===== config.mk =====
export PLATFORM = sky130hd
export DESIGN_NAME = caravel
export DESIGN_NICKNAME = d
export VERILOG_FILES = /design/src/rtl/caravel_pkg.sv /design/src/rtl/caravel_bf16_mul.sv /design/src/rtl/caravel.sv
export SDC_FILE = /design/constraint.sdc
export NUM_CORES = 1
export LEC_CHECK = 0
export ABC_CLOCK_PERIOD_IN_PS = 20700
export CORE_ASPECT_RATIO = 0.6
export CORE_UTILIZATION = 55
export CTS_CLUSTER_DIAMETER = 200
export DETAILED_ROUTE_END_ITERATION = 8
export PLACE_DENSITY_LB_ADDON = 0.08
export SYNTH_ARGS = -nofsm -noshare
export SYNTH_HDL_FRONTEND = slang
export SYNTH_HIERARCHICAL = 1
export SYNTH_SLANG_ARGS = --single-unit

===== constraint.sdc =====
create_clock -name wb_clk_i -period 20.7 [get_ports wb_clk_i]
set_clock_uncertainty 0.15 [all_clocks]
set_input_delay 2.07 -clock wb_clk_i [delete_from_list [all_inputs] [get_ports wb_clk_i]]
set_output_delay 2.07 -clock wb_clk_i [all_outputs]
set_load 0.05 [all_outputs]

===== src/rtl/caravel_pkg.sv =====
// Shared constants and UART receiver state encoding for the caravel bf16 multiplier.
// Latency: n/a (declarations only).
// Backpressure: n/a.
package caravel_pkg;

    localparam int CLKS_PER_BIT_DEFAULT = 347;  // 40 MHz / 115200 baud

    localparam int          BF16_BIAS = 127;
    localparam logic [15:0] BF16_QNAN = 16'h7FC0;
    localparam logic [15:0] BF16_PINF = 16'h7F80;

    typedef enum logic [1:0] {
        IDLE,
        START,
        DATA,
        STOP
    } uart_state_t;

endpackage


===== src/rtl/caravel_bf16_mul.sv =====
// Combinational bfloat16 multiply, round-to-nearest-even, subnormals treated as zero.
// Latency: 0 cycles (pure combinational).
// Backpressure: none.
module bf16_mul
    import caravel_pkg::*;
(
    input  logic [15:0] a,
    input  logic [15:0] b,
    output logic [15:0] p
);

    logic              p_sign;
    logic [7:0]        ea, eb;
    logic              a_nan, b_nan, a_inf, b_inf, a_zero, b_zero;
    logic [15:0]       prod;
    logic [7:0]        mant;
    logic              guard, sticky, round_up;
    logic [8:0]        mant_r;
    logic signed [9:0] exp_n, exp_r;

    assign p_sign = a[15] ^ b[15];
    assign ea     = a[14:7];
    assign eb     = b[14:7];
    assign a_nan  = (&ea) & (|a[6:0]);
    assign b_nan  = (&eb) & (|b[6:0]);
    assign a_inf  = (&ea) & ~(|a[6:0]);
    assign b_inf  = (&eb) & ~(|b[6:0]);
    assign a_zero = ~(|ea);
    assign b_zero = ~(|eb);

    always_comb begin
        prod = 16'({1'b1, a[6:0]}) * 16'({1'b1, b[6:0]});
        // Product of two [1,2) significands lies in [1,4): at most one normalising shift.
        if (prod[15]) begin
            mant   = prod[15:8];
            guard  = prod[7];
            sticky = |prod[6:0];
        end else begin
            mant   = prod[14:7];
            guard  = prod[6];
            sticky = |prod[5:0];
        end
        exp_n    = {2'b00, ea} + {2'b00, eb} - 10'(BF16_BIAS) + {9'd0, prod[15]};
        round_up = guard & (sticky | mant[0]);
        mant_r   = {1'b0, mant} + {8'd0, round_up};
        // A rounding carry leaves mant_r = 256, whose low 7 bits are already zero.
        exp_r    = exp_n + {9'd0, mant_r[8]};

        p = {p_sign, exp_r[7:0], mant_r[6:0]};
        if (a_nan || b_nan || (a_inf && b_zero) || (a_zero && b_inf)) begin
            p = BF16_QNAN;
        end else if (a_inf || b_inf) begin
            p = {p_sign, BF16_PINF[14:0]};
        end else if (a_zero || b_zero) begin
            p = {p_sign, 15'd0};
        end else if (exp_r >= 10'sd255) begin
            p = {p_sign, BF16_PINF[14:0]};
        end else if (exp_r <= 10'sd0) begin
            p = {p_sign, 15'd0};
        end
    end

endmodule


===== src/rtl/caravel.sv =====
// UART (8N1) front end collecting A,B bf16 operands in 4-byte groups; outputs A*B on io_out[23:8].
// Latency: product visible 1 cycle after the stop-bit sample of the 4th byte.
// Backpressure: none; the UART line cannot be stalled, bytes are consumed as they arrive.
module caravel
    import caravel_pkg::*;
#(
    parameter int CLKS_PER_BIT = CLKS_PER_BIT_DEFAULT
) (
    input  logic        wb_clk_i,
    input  logic        wb_rst_i,
    input  logic [37:0] io_in,
    output logic [37:0] io_out,
    output logic [37:0] io_oeb
);

    localparam int               CNT_W   = $clog2(CLKS_PER_BIT + 1);
    localparam logic [CNT_W-1:0] HALF_M1 = CNT_W'(CLKS_PER_BIT / 2 - 1);
    localparam logic [CNT_W-1:0] FULL_M1 = CNT_W'(CLKS_PER_BIT - 1);

    logic             rx_meta, rx_sync, rx_prev;
    uart_state_t      state, state_n;
    logic [CNT_W-1:0] cnt, cnt_n;
    logic [2:0]       bit_idx, bit_idx_n;
    logic [7:0]       shift, shift_n;
    logic             byte_vld, frame_err;
    logic [1:0]       byte_cnt;
    logic [15:0]      op_a;
    logic [7:0]       b_hi;
    logic [15:0]      result, mul_p;
    logic             ready;
    logic             unused_io;

    assign unused_io = ^{io_in[37:6], io_in[4:0]};

    // Flops reset to the idle-high line level so reset release never looks like a start bit.
    always_ff @(posedge wb_clk_i) begin
        if (wb_rst_i) begin
            rx_meta <= 1'b1;
            rx_sync <= 1'b1;
            rx_prev <= 1'b1;
        end else begin
            rx_meta <= io_in[5];
            rx_sync <= rx_meta;
            rx_prev <= rx_sync;
        end
    end

    always_comb begin
        state_n   = state;
        cnt_n     = cnt + CNT_W'(1);
        bit_idx_n = bit_idx;
        shift_n   = shift;
        byte_vld  = 1'b0;
        frame_err = 1'b0;
        case (state)
            IDLE: begin
                cnt_n = '0;
                if (rx_prev && !rx_sync) state_n = START;
            end
            START: begin
                if (cnt == HALF_M1) begin
                    cnt_n     = '0;
                    bit_idx_n = 3'd0;
                    state_n   = rx_sync ? IDLE : DATA;
                end
            end
            DATA: begin
                if (cnt == FULL_M1) begin
                    cnt_n     = '0;
                    shift_n   = {rx_sync, shift[7:1]};
                    bit_idx_n = bit_idx + 3'd1;
                    if (bit_idx == 3'd7) state_n = STOP;
                end
            end
            STOP: begin
                if (cnt == FULL_M1) begin
                    cnt_n     = '0;
                    state_n   = IDLE;
                    byte_vld  = rx_sync;
                    frame_err = !rx_sync;
                end
            end
            default: state_n = IDLE;
        endcase
    end

    // B's low byte is taken straight from the shift register so the product lands on the stop sample.
    bf16_mul u_mul (
        .a (op_a),
        .b ({b_hi, shift}),
        .p (mul_p)
    );

    always_ff @(posedge wb_clk_i) begin
        if (wb_rst_i) begin
            state    <= IDLE;
            cnt      <= '0;
            bit_idx  <= 3'd0;
            shift    <= 8'd0;
            byte_cnt <= 2'd0;
            op_a     <= 16'd0;
            b_hi     <= 8'd0;
            result   <= 16'd0;
            ready    <= 1'b0;
        end else begin
            state   <= state_n;
            cnt     <= cnt_n;
            bit_idx <= bit_idx_n;
            shift   <= shift_n;
            ready   <= 1'b1;
            if (frame_err) begin
                byte_cnt <= 2'd0;
            end else if (byte_vld) begin
                byte_cnt <= byte_cnt + 2'd1;
                case (byte_cnt)
                    2'd0:    op_a[15:8] <= shift;
                    2'd1:    op_a[7:0]  <= shift;
                    2'd2:    b_hi       <= shift;
                    default: result     <= mul_p;
                endcase
            end
        end
    end

    assign io_out = {ready, 13'd0, result, 8'd0};
    assign io_oeb = {1'b0, {13{1'b1}}, 16'd0, 8'hFF};

endmodule


Word-level counts from Yosys, hierarchy flattened

Cells that the tools add are included.

Add/subtract/negate cells: 8
Multiply operators: 1
Order comparisons: 2
Equality and inequality tests: 13
Muxes and demuxes: 26
Bitwise operators: 13
Reduce and logical (&&, ||, !) cells: 30

Operator list:

| kind                    | count |
|---|---|
| $mux W15                | 4 |
| $pmux W9 S3             | 1 |
| $reduce_or A7 Y1        | 3 |
| $add A10 B1 Y10         | 2 |
| $mux W9                 | 2 |
| $mul A8 B8 Y16          | 1 |
| $mux W16                | 1 |
| $reduce_and A8 Y1       | 2 |
| $reduce_or A8 Y1        | 2 |
| $reduce_and A3 Y1       | 5 |
| $mux W2                 | 6 |
| $ge A10 B9 Y1 const B   | 1 |
| $le A10 B1 Y1 const B   | 1 |
| $ne A2 B2 Y1 const B    | 5 |
| $sub A10 B7 Y10 const B | 1 |
| $add A8 B1 Y9           | 1 |
| $add A8 B8 Y9           | 1 |
| $add A9 B1 Y9 const B   | 1 |
| $eq A9 B8 Y1 const B    | 1 |
| $eq A9 B9 Y1 const B    | 1 |
| $mux W8                 | 1 |
| $pmux W2 S4             | 1 |
| $mux W1                 | 7 |
| $eq A2 B2 Y1 const B    | 3 |
| other kinds (20)        | 39 |

Register bits after elaboration: 68
Bits of input ports: 40
Output and inout bits: 76
Logic and storage cells: 106

Depth between registers and ports, before layout

Depth after elaboration: 13
Gate-level depth with buffers: 38
Mapped depth without buffers: 36

Cells and area by module

Netlist, hierarchy kept.

Modules (own cells, without submodules):

| module   | times used | cells an instance | area an instance (um2) |
|---|---|---|---|
| bf16_mul | 1          | 417               | 3231.8 |
| caravel  | 1          | 330               | 3165.5 |

Worst setup path after synthesis

No wires, ideal clock.

Kind: register to register
Start: reg shift[6]
End: reg result[0]
Data arrival time: 7.763 ns
Data required time: 20.485 ns
Slack: 12.721 ns
Stages on the path, launching flop included: 36
Period minus slack after synthesis: 7.979 ns
Cells stage by stage: dfxtp_1 -> nand2_1 -> fa_1 -> inv_1 -> fa_1 -> fa_1 -> inv_1 -> fa_1 -> inv_1 -> ha_1 -> a21oi_1 -> o31ai_1 -> nor4_1 -> o21ai_0 -> nand3b_1 -> clkbuf_1 -> o21ai_0 -> and2_1 -> ha_1 -> and4_1 -> o211ai_1 -> nor2_1 -> fa_1 -> inv_1 -> fa_1 -> nand2b_1 -> a21oi_1 -> o31a_1 -> o2111a_1 -> a311oi_2 -> o21bai_1 -> or4b_1 -> buf_2 -> a311oi_2 -> mux2i_1 -> nor2_1

Longest elaborated chain between the ends: 13
Elaborated cells between the ends (all ways): 26
Those cells by class: add/sub: 3; mul: 1; order compare: 2; mux: 8; bitwise: 5; reduce/logical: 7

Ends and longest elaborated chain:

| what                     | RTL line               | text |
|---|---|---|
| start: declaration       | caravel.sv:24          | `logic [7:0] shift, shift_n;` |
| start signal: assignment | caravel.sv:109         | `shift <= shift_n;` |
| $mul A8 B8 Y16           | caravel_bf16_mul.sv:32 | `prod = 16'({1'b1, a[6:0]}) * 16'({1'b1, b[6:0]});` |
| $reduce_or A7 Y1         | caravel_bf16_mul.sv:37 | `sticky = \|prod[6:0];` |
| $mux W1                  | caravel_bf16_mul.sv:34 | `if (prod[15]) begin` |
| $or A1 B1 Y1             | caravel_bf16_mul.sv:44 | `round_up = guard & (sticky \| mant[0]);` |
| $and A1 B1 Y1            | caravel_bf16_mul.sv:44 |  |
| $add A8 B1 Y9            | caravel_bf16_mul.sv:45 | `mant_r = {1'b0, mant} + {8'd0, round_up};` |
| $add A10 B1 Y10          | caravel_bf16_mul.sv:47 | `exp_r = exp_n + {9'd0, mant_r[8]};` |
| $le A10 B1 Y1            | caravel_bf16_mul.sv:58 | `end else if (exp_r <= 10'sd0) begin` |
| $mux W15                 | caravel_bf16_mul.sv:58 |  |
| $mux W15                 | caravel_bf16_mul.sv:56 | `end else if (exp_r >= 10'sd255) begin` |
| $mux W15                 | caravel_bf16_mul.sv:54 | `end else if (a_zero \|\| b_zero) begin` |
| $mux W15                 | caravel_bf16_mul.sv:52 | `end else if (a_inf \|\| b_inf) begin` |
| $mux W16 *               | caravel_bf16_mul.sv:50 | `if (a_nan \|\| b_nan \|\| (a_inf && b_zero) \|\| (a_zero && b_inf)) begin` |
| named net mul_p[0]       | caravel.sv:29          | `logic [15:0] result, mul_p;` |
| end signal: assignment   | caravel.sv:119         | `default: result <= mul_p;` |
| end: declaration         | caravel.sv:29          |  |

Mark *: on every way through the listed nets, which the timed path passes. The rest lies on a longest branch.
A chain may end at the register's enable or synchronous reset.

Worst setup path in the final report

Start: reg shift[5]
End: reg result[0]

Longest elaborated chain between the ends: 13
Elaborated cells between the ends (all ways): 27
Those cells by class: add/sub: 3; mul: 1; order compare: 2; mux: 8; bitwise: 5; reduce/logical: 8

Ends and longest elaborated chain:

| what                                                        | RTL line |
|---|---|
| $mul A8 B8 Y16                                              | caravel_bf16_mul.sv:32 |
| $reduce_or A7 Y1 / $reduce_or A6 Y1 (equally long branches) | caravel_bf16_mul.sv:37, caravel_bf16_mul.sv:41 |
| $mux W1                                                     | caravel_bf16_mul.sv:34 |
| $or A1 B1 Y1                                                | caravel_bf16_mul.sv:44 |
| $and A1 B1 Y1                                               | caravel_bf16_mul.sv:44 |
| $add A8 B1 Y9                                               | caravel_bf16_mul.sv:45 |
| $add A10 B1 Y10                                             | caravel_bf16_mul.sv:47 |
| $le A10 B1 Y1                                               | caravel_bf16_mul.sv:58 |
| $mux W15                                                    | caravel_bf16_mul.sv:58 |
| $mux W15                                                    | caravel_bf16_mul.sv:56 |
| $mux W15                                                    | caravel_bf16_mul.sv:54 |
| $mux W15                                                    | caravel_bf16_mul.sv:52 |
| $mux W16 *                                                  | caravel_bf16_mul.sv:50 |
| named net mul_p[0]                                          | caravel.sv:29 |

Marks and branches as above.

==> impl_metrics.tcl <==
set metrics [dict create \
    finalWirelength_mm 12.8 \
    post_cts_buffers 0 \
    htreeDepth 3 \
    hold_violations 0 \
    diodes 0 \
    slowest_delay_ns 0.69 \
    grt_pass1_vias 4458 \
    worst_path_max_delay_cell "dfxtp_1" \
    synth_edf_count 0 \
    r2r_cells 34 \
    hold_depth 1 \
    routedWlPerCell_um 13.8 \
    drive_above_1_share_pct 4.06 \
    crit_family "adder cells" \
    ctsHoldBuffers 0 \
    synth_area_um2 6400 \
    synth_top_area_share_pct 21.3 \
    cp_data_arrival_time_ns 9.59 \
    avgSynthCellArea_um2 8.56 \
    die_area_um2 12100 \
    max_freq_mhz 105 \
    drv_slew 0 \
    final_common_cell "nor2_1" \
    grt_setup_unrepaired "false" \
    worst_ir_drop_vdd_mv 0.0395 \
    cts_tree "built" \
    dp_hpwl_mm 9.94 \
    area_growth_pct 5.28 \
    grt_max_degree 57 \
    antenna_found_initial 0 \
    slew_headroom_pct 27.5 \
    drc 0 \
    p_leak_nw 3.11 \
    place_area_um2 6460 \
    dp_cells 907 \
    hp-class "register to register" \
    die_width_um 141 \
    outcome "finished clean" \
    finish.utilization_pct 59.6 \
    yosys-top-cells-area "dfxtp_1 21%, fa_1 12%, ha_1 12%" \
    cp.depth 34 \
    grt_overflow 0 \
    synthArstFlopShare_pct 0 \
    root_buffer "clkbuf_16" \
    stdcell_count 923 \
    die_y_um 85.5 \
    max_cap_violations 0 \
    fin_area_um2 6740 \
    yosysTopAreaCell "dfxtp_1" \
    crit_top_cell "fa_1" \
    grt_pass1_wl_mm 21.7 \
    finalPower_mw 0.297 \
    num_io_pins 116 \
    crit_path_end_kind "register" \
    worst_pin_slew_ns 1.08 \
    cts_buffers 9 \
    synth_cells 747 \
    cp-start-kind "register" \
    setup_viol_count_final 0 \
    ant_nets 0 \
    routed_via_density 5.33 \
    path_buf_inv 5 \
    seq_area_frac_synth_pct 21.3 \
    ys_types 67 \
    crit_required_ns 20.81 \
    vias 4920 \
    clock_latency_ns 0.33 \
    clock-sinks 68 \
    finalSetupTns_ns 0 \
    final_cell_mix "89 x nor2_1, 85 x inv_1, 68 x dfxtp_1" \
    drtIter0Drc 386 \
    gp_congestion 0.849 \
    worstSetupPathType "register to register" \
    nNetsFinal 896 \
    grt_usage_pct 22.9 \
    period_share_pct 45.8 \
    cellPowerDensity_nw_per_um2 44.0 \
    io_buffers 19 \
    yosys_warnings 6 \
    clkSlewWorstSetupHoldPaths_ns 0.05 \
    rows 30 \
    nFillCells 1006 \
    ctsResizeCount 0 \
    crit_fanout 14 \
    coreArea_um2 11300 \
    min_period_ns 9.48 \
    synth_ff_type "dfxtp_1" \
    synth.ff_latch_count 68 \
    firstDrtPassIters 5 \
    cts.path.max_buffers 2 \
    initial_core_util_pct 56.6 \
]
## flip-flops by register name (all words and copies together), names as in the netlist, named ones only
signal and flops:
op_a 16, result 16, cnt 9, b_hi 8, shift 8, bit_idx 3
byte_cnt 2, ready 1, rx_meta 1, rx_prev 1, rx_sync 1, state 1
## final timing paths
kind	endpoint	start	slack [ns]
setup / recovery	result[0]	shift[5]	11.22
hold / removal	rx_sync	rx_meta	0.26
setup reg to reg	result[0]	shift[5]	11.22
hold reg to reg	rx_sync	rx_meta	0.26
## kinds of logic after synthesis
logic type	count (synthesis)	synth area share (%)
xor+xnor	28	3.95
simple gates	254	20.7
buf+inv	162	13.4
other cells	2	0.117
fa+ha+maj	98	23.6
compound gates	83	8.76
flops	68	21.3
mux	52	8.16
## where the power goes
| part | leakage [nW] | switching, mW | internal [mW] |
|---|---|---|---|
| registers | 0.548 | 0.000421 | 0.131 |
| clock network | 0.129 | 0.0542 | 0.0838 |
| logic | 2.43 | 0.0259 | 0.000789 |
## stage by stage
step	hold slack (ns)	setup slack, ns
6_report	0.258	11.22
5_1_grt	0.265	10.40
4_1_cts	0.259	11.27
3_5_place_dp	0.246	11.31
3_3_place_gp	0.244	11.45
2_1_floorplan	0.239	12.72
## synth_stat cells (5+ instances only)
library cell and count:
fa_1 38, o211ai_1 5, a211oi_1 5, nand4_1 11
ha_1 60, nor4_1 9, nand3_1 15, nor3_1 16
buf_4 61, inv_1 85, and2_1 33, or3_1 6
clkbuf_1 8, mux2i_1 51, xor2_1 15, dfxtp_1 68
buf_2 6, xnor2_1 12, nor2_1 89, nand2_1 38
o21ai_0 21, a21oi_1 18, nand2b_1 7
## cell type report
| type | count | area [µm²] | share of cell area [%] |
|---|---|---|---|
| clock buffers | 12 | 246 | 3.66 |
| repair buffers | 19 | 185 | 2.75 |
| flip-flops and latches | 68 | 1360 | 20.2 |
| multi-input cells | 574 | 4390 | 65.2 |
| inverters | 86 | 323 | 4.79 |
| clock inverters | 4 | 25.0 | 0.372 |
| well taps | 160 | 200 | 2.97 |
## per-layer routing
metal	vias up	track usage [%]	wire length, µm
li1	2424	-	-
met1	2323	35.1	6680
met2	165	32.3	5150
met3	8	5.92	911
met4	0	3.56	34
met5	-	0	0
## worst register-to-register path: cells and delay by family, from the launching register on
kind | cells | cell delay (ns)
fa+ha+maj | 8 | 3.34
simple gates | 11 | 2.80
compound gates | 8 | 1.55
flops | 1 | 0.69
buf+inv | 5 | 0.66
xor+xnor | 1 | 0.15
mux | 1 | 0.10
Note: power is estimated with default switching activity, not from simulation.
